### config.mk
export PLATFORM = sky130hd
export DESIGN_NAME = fwd_hazard_unit
export DESIGN_NICKNAME = d
export VERILOG_FILES = /design/src/rtl/fwd_hazard_unit.sv
export SDC_FILE = /design/constraint.sdc
export NUM_CORES = 1
export LEC_CHECK = 0
export CAP_MARGIN = 25
export CORE_UTILIZATION = 45
export CTS_CLUSTER_DIAMETER = 30
export CTS_CLUSTER_SIZE = 16
export DETAILED_ROUTE_END_ITERATION = 8
export PLACE_DENSITY = 0.71
export SKIP_LAST_GASP = 1
export SLEW_MARGIN = 10
export SYNTH_ARGS = -nofsm -noshare
export SYNTH_HDL_FRONTEND = slang
export SYNTH_SLANG_ARGS = --single-unit
### constraint.sdc
create_clock -name clk -period 2.55 [get_ports clk]
set_input_delay 0.51 -clock clk [delete_from_list [all_inputs] [get_ports clk]]
set_output_delay 0.51 -clock clk [all_outputs]
set_load 0.05 [all_outputs]
### src/rtl/fwd_hazard_unit.sv
// Forwarding-select and load-use stall controller for the 5-stage datapath.
// Tracks EX/MEM/WB destination registers and keeps a saturating stall counter.
module fwd_hazard_unit #(
    parameter int unsigned ADDR_W = 5,
    parameter int unsigned CNT_W  = 16
) (
    input  logic              clk,
    input  logic              rst_n,
    input  logic              id_valid,
    input  logic [ADDR_W-1:0] id_rs1,
    input  logic [ADDR_W-1:0] id_rs2,
    input  logic [ADDR_W-1:0] id_rd,
    input  logic              id_reg_write,
    input  logic              id_mem_read,
    input  logic              flush,
    output logic [1:0]        fwd_a,
    output logic [1:0]        fwd_b,
    output logic              stall,
    output logic [CNT_W-1:0]  stall_count
);

    localparam logic [1:0] FWD_RF  = 2'b00;
    localparam logic [1:0] FWD_MEM = 2'b01;
    localparam logic [1:0] FWD_WB  = 2'b10;

    typedef struct packed {
        logic              valid;
        logic [ADDR_W-1:0] rs1;
        logic [ADDR_W-1:0] rs2;
        logic [ADDR_W-1:0] rd;
        logic              reg_write;
        logic              mem_read;
    } ex_entry_t;

    typedef struct packed {
        logic              valid;
        logic [ADDR_W-1:0] rd;
        logic              reg_write;
    } wr_entry_t;

    ex_entry_t ex_q;
    ex_entry_t ex_d;
    wr_entry_t mem_q;
    wr_entry_t wb_q;
    logic      load_use;

    // A stage is a forwarding source only if it really writes a non-zero register.
    function automatic logic writes_reg(input wr_entry_t e, input logic [ADDR_W-1:0] src);
        return e.valid && e.reg_write && (e.rd != '0) && (e.rd == src);
    endfunction

    function automatic logic [1:0] fwd_sel(input logic [ADDR_W-1:0] src,
                                           input wr_entry_t mem_e,
                                           input wr_entry_t wb_e);
        logic [1:0] sel;
        sel = FWD_RF;
        if (writes_reg(mem_e, src)) begin
            sel = FWD_MEM;
        end else if (writes_reg(wb_e, src)) begin
            sel = FWD_WB;
        end
        return sel;
    endfunction

    // Load in EX feeding the instruction in ID; flush overrides it.
    always_comb begin
        load_use = 1'b0;
        ex_d     = '0;
        if (ex_q.valid && ex_q.mem_read && ex_q.reg_write && (ex_q.rd != '0) && id_valid &&
            ((ex_q.rd == id_rs1) || (ex_q.rd == id_rs2))) begin
            load_use = ~flush;
        end
        if (!flush && !load_use) begin
            ex_d.valid     = id_valid;
            ex_d.rs1       = id_rs1;
            ex_d.rs2       = id_rs2;
            ex_d.rd        = id_rd;
            ex_d.reg_write = id_reg_write;
            ex_d.mem_read  = id_mem_read;
        end
    end

    assign stall = load_use;
    assign fwd_a = ex_q.valid ? fwd_sel(ex_q.rs1, mem_q, wb_q) : FWD_RF;
    assign fwd_b = ex_q.valid ? fwd_sel(ex_q.rs2, mem_q, wb_q) : FWD_RF;

    always_ff @(posedge clk or negedge rst_n) begin
        if (!rst_n) begin
            ex_q  <= '0;
            mem_q <= '0;
            wb_q  <= '0;
        end else begin
            ex_q            <= ex_d;
            mem_q.valid     <= ex_q.valid;
            mem_q.rd        <= ex_q.rd;
            mem_q.reg_write <= ex_q.reg_write;
            wb_q            <= mem_q;
        end
    end

    // Saturating performance counter of stall cycles.
    always_ff @(posedge clk or negedge rst_n) begin
        if (!rst_n) begin
            stall_count <= '0;
        end else if (load_use && (stall_count != {CNT_W{1'b1}})) begin
            stall_count <= stall_count + CNT_W'(1);
        end
    end

endmodule

Word level (Yosys, flattened, before mapping)
Index checks and enable logic that the tools add are counted.
Cells by class
  $add $sub $neg: 1
  eq/ne operators: 7
  muxes and demuxes: 8
  bitwise logic cells: 1
  reduce and logical (&&, ||, !) cells: 21
Operators by type and width (number)
  == test 5 bit: 6
  two-way mux 18 bit: 1
  adder 16 x 1 -> 16 bit (second input constant): 1
  != test 16 bit (second input constant): 1
  logical AND 1 bit: 15
  nonzero test 5 bit: 3
  two-way mux 2 bit: 6
  logical NOT 1 bit: 2
  logical OR 1 bit: 1
  two-way mux 1 bit: 1
  NOT 1 bit: 1
Storage, ports and cells
  flip-flop bits (word level): 48
  input bits: 21

Longest topological paths before layout
  word-level depth: 9
  mapped depth: 8
  gate-level depth less buffers: 7

Least setup slack after synthesis
OpenSTA, ideal clock, no wires.
  path kind: flip-flop to output port
  from: register mem_q[2] (netlist name)
  to: output fwd_a[1]
  arrival: 2.293 ns
  required time: 2.040 ns
  path slack: -0.253 ns
  cell stages (with the launch flop): 5
  path through: dfrtp_1 -> or4_1 -> o211ai_1 -> nor4_1 -> nor3_1
On the way
  cells in the longest elaborated chain, start to end: 5
RTL lines
  start, declared: RTL line 43  | wr_entry_t mem_q;
  nonzero test 5 bit: RTL line 49  | return e.valid && e.reg_write && (e.rd != '0) && (e.rd == src);
  logical AND 1 bit: RTL line 49
  logical AND 1 bit *: RTL line 49
  two-way mux 2 bit *: RTL line 57  | if (writes_reg(mem_e, src)) begin
  two-way mux 2 bit *: RTL line 84  | assign fwd_a = ex_q.valid ? fwd_sel(ex_q.rs1, mem_q, wb_q) : FWD_RF;
  end, declared: RTL line 16  | output logic [1:0] fwd_a,
Mark *: on every way between the ends. The rest lies on a longest branch, timed or not.

Final worst setup path
Same ends and word-level chain as after synthesis.

==> results.md <==
* Sequential area share after synthesis at 57.2%
* Root Buffer: clkbuf_8
* Post-DP HPWL at 3.16 mm
* Worst min path class: in -> async
* Width of the die at 70.3 um
* Final Net Count at 247
* Worst-Margin Slew at 0.772 ns
* Via count at 1422
* R2r endpoint: stall_count[5]
* First-pass GRT wire length at between 6 and 7 mm
* PwrDens at 567 nW/um^2
* Clock Path Buffers at 2
* Initial core utilization at between 40 and 50%
* Initial antenna violation count at 0
* Row count at 24
* R2R Setup Slk at 0.60 ns
* CTS clk-pin slew, worst paths at 0.08 ns
* Crit. End Element: output pin
* Synthesized area at 2100 sq um
* Pleak at 1.21 nW
* Total grt overflow at 0
* Final total power at between 1.5 and 2 mW
* Placed insts at 268
* Ys async rst share at 100%
* Sink Count at 48
* Final setup fails at 0
* Clock Latency Late Sink at 0.30 ns
* Design area at 2770 sq um
* Reg2reg start: stall_count[0]
* DR vias/cell at between 5 and 6
* Syn-to-layout area delta at 31.7%
* PortBufs at slightly above 40
* Antenna-violating nets left at 0
* Mapped Nets at 196
* Tot GR Track Use at between 15 and 20%
* Final hold slack at 0.0770 ns
* Min cycle time layout at 2.54 ns
* Synth Area per Inst at 12.1 sq um
* RSZ-0062 raised after global routing: yes
* Worst setup path startpoint: mem_q[2]
* Core Area at approximately 4400 sq um
* Cells after Synth at 174
* Critical path data arrival time at ~2.0 ns
* Setup Crit Path Kind: reg -> out
* Placed cell area at 2610 sq um
* Pre-Repair DR Iteration Count at 4
* Initial drt markers at 62
* Slew margin rel. at a little under 50%
* Routed length per instance at 14.8 um
* Pre-CTS setup slack at around 0.063 ns
* Peak VDD IR at roughly 0.47 mV
* Count of antenna diodes in the layout at 0
* Routability cong. at 0.861
* Post-synth top flop: dfrtp_1
* Status: finished clean
* Non-filler instance count after layout at 277
* Worst setup margin at 0.0116 ns
* Yosys reg bits at 48
* Share of layout cells above drive strength 1 at between 10% and 20%
* # DRC at 0
* Crit start category: flip-flop
* Hold Vio Cnt, Final at 0
* Fin Clk Skew at 0.00714 ns
* Unique masters post-synth at 29
* Die Y at 70.3 um
* Max_cap viols at 0
* Crit path max fanout at 4
* IO Pins at 42
* Max-slew violations at 0
* Post-synth EDFFs at 0
* Fillers at 349
* Reg2Reg Depth at 8
* Drt total wl at 4.09 mm
* CP Data Required Time at 2.04 ns
* Vias in the first global route at 1474
* Period utilization at 99.5%
* DIE AREA at 4950 sq um
* Cts bufs inserted at 5
* CTS tree: done
* F_max at just under 0.4 GHz
* H-Tree Level Count at 2
* Worst Setup EP: fwd_a[1]
* Yosys warns at 0
* Largest net degree at the start of global routing at 37
==> placed cells by master (no fill, tap or decap), drive strengths merged <==
cell and n:
and4 3, bufinv 2, o41ai 1, a21oi 1, nor4 2, a22oi 1
a211oi 2, clkbuf 6, o2111ai 1, nor2b 1, and2 20, and3 4
dfrtp 48, xor2 21, nor2 8, or4 2, o211ai 2, xnor2 23
inv 1, nand3 10, ha 1, buf 10, clkdlybuf4s50 35, nand2 5
mux2 1, nor3 8, nand4 6
==> report_power, final <==
group | internal, mW | total (mW) | leakage, nW | switching (mW)
Clock | 0.386 | 0.631 | 0.0642 | 0.245
Combinational | 0.0675 | 0.123 | 0.509 | 0.0551
Sequential | 0.787 | 0.815 | 0.636 | 0.0283
==> how the worst min path moves through the flow <==
stage	startpoint	endpoint	slack, ns	cells after the start
2_1_floorplan	rst_n	ex_q[0]	0.21	0
3_3_place_gp	mem_q[6]	wb_q[6]	0.37	0
3_5_place_dp	mem_q[6]	wb_q[6]	0.37	0
4_1_cts	rst_n	ex_q[3]	0.08	1
5_1_grt	rst_n	ex_q[2]	0.09	1
6_report	rst_n	ex_q[2]	0.08	1
==> repair_timing <==
item / CTS / global route
pin swaps: 2 / 2
endpoints found under the setup margin: 2 / 4
resized for setup: 0 / 2
cloned: 0 / 0
buffers inserted: 0 / 2
hold buffers: 0 / 0
==> worst max-delay path, stage by stage, from the launching register on <==
cell       delay (ns)
dfrtp_1          0.42
or4_1            0.53
o211ai_1         0.26
nor4_2           0.08
nor3_2           0.24
clkbuf_16        0.20
==> layer usage <==
metal / GRT usage (%) / vias up / wire length (um) / share of wire, %
met5: 0 / - / 0 / 0
met4: 5.33 / 0 / 46 / 1.1
met3: 4.47 / 6 / 149 / 3.6
met2: 30.3 / 30 / 2100 / 51
met1: 23.6 / 695 / 1800 / 44
li1: - / 691 / - / -
==> synthesized netlist by cell type, types with 2 or more instances <==
library cell / instances / area (sq um)
nor2_1: 7 / 26.3
o211ai_1: 2 / 15.0
nand2_1: 5 / 18.8
a211oi_1: 2 / 15.0
and3_2: 2 / 15.0
nor3_1: 8 / 40.0
xor2_1: 21 / 184
dfrtp_1: 48 / 1200
xnor2_1: 23 / 201
nor4_1: 2 / 12.5
and4_1: 2 / 17.5
nand3_1: 9 / 45.0
or4_1: 2 / 15.0
and3_1: 2 / 12.5
and2_1: 20 / 125
nand4_1: 6 / 37.5
==> logic make-up (layout without fill, tap and decap cells) <==
logic type	after synthesis	count (layout)	share of synthesized area, %
simple gates	69	69	18.9
flops	48	48	57.2
xor+xnor	44	44	18.3
compound gates	8	8	3.45
buf+inv	3	54	0.953
fa+ha+maj	1	1	0.595
mux	1	1	0.536
==> final cells by class <==
cell class                      instances  area [sq um]  area share [%]
Tap cell                               52          65.1            2.35
Multi-Input combinational cell        123           896            32.4
Sequential cell                        48          1200            43.4
Inverter                                1          3.75           0.136
Clock buffer                            5          68.8            2.49
Clock inverter                          2          60.1            2.17
Timing Repair Buffer                   46           473            17.1
==> registers in the layout, indices dropped and copies added, names as in the netlist <==
name and cells:
mem_q 7, stall_count 16, wb_q 7, ex_q 18
==> metrics by stage <==
stage          utilization (%)  setup TNS [ns]
2_1_floorplan                -               0
3_3_place_gp              59.2               0
3_5_place_dp              59.2               0
4_1_cts                   62.1               0
5_1_grt                   62.7          -0.261
6_report                  62.7               0
No activity file was read; power rests on OpenSTA's default activity.
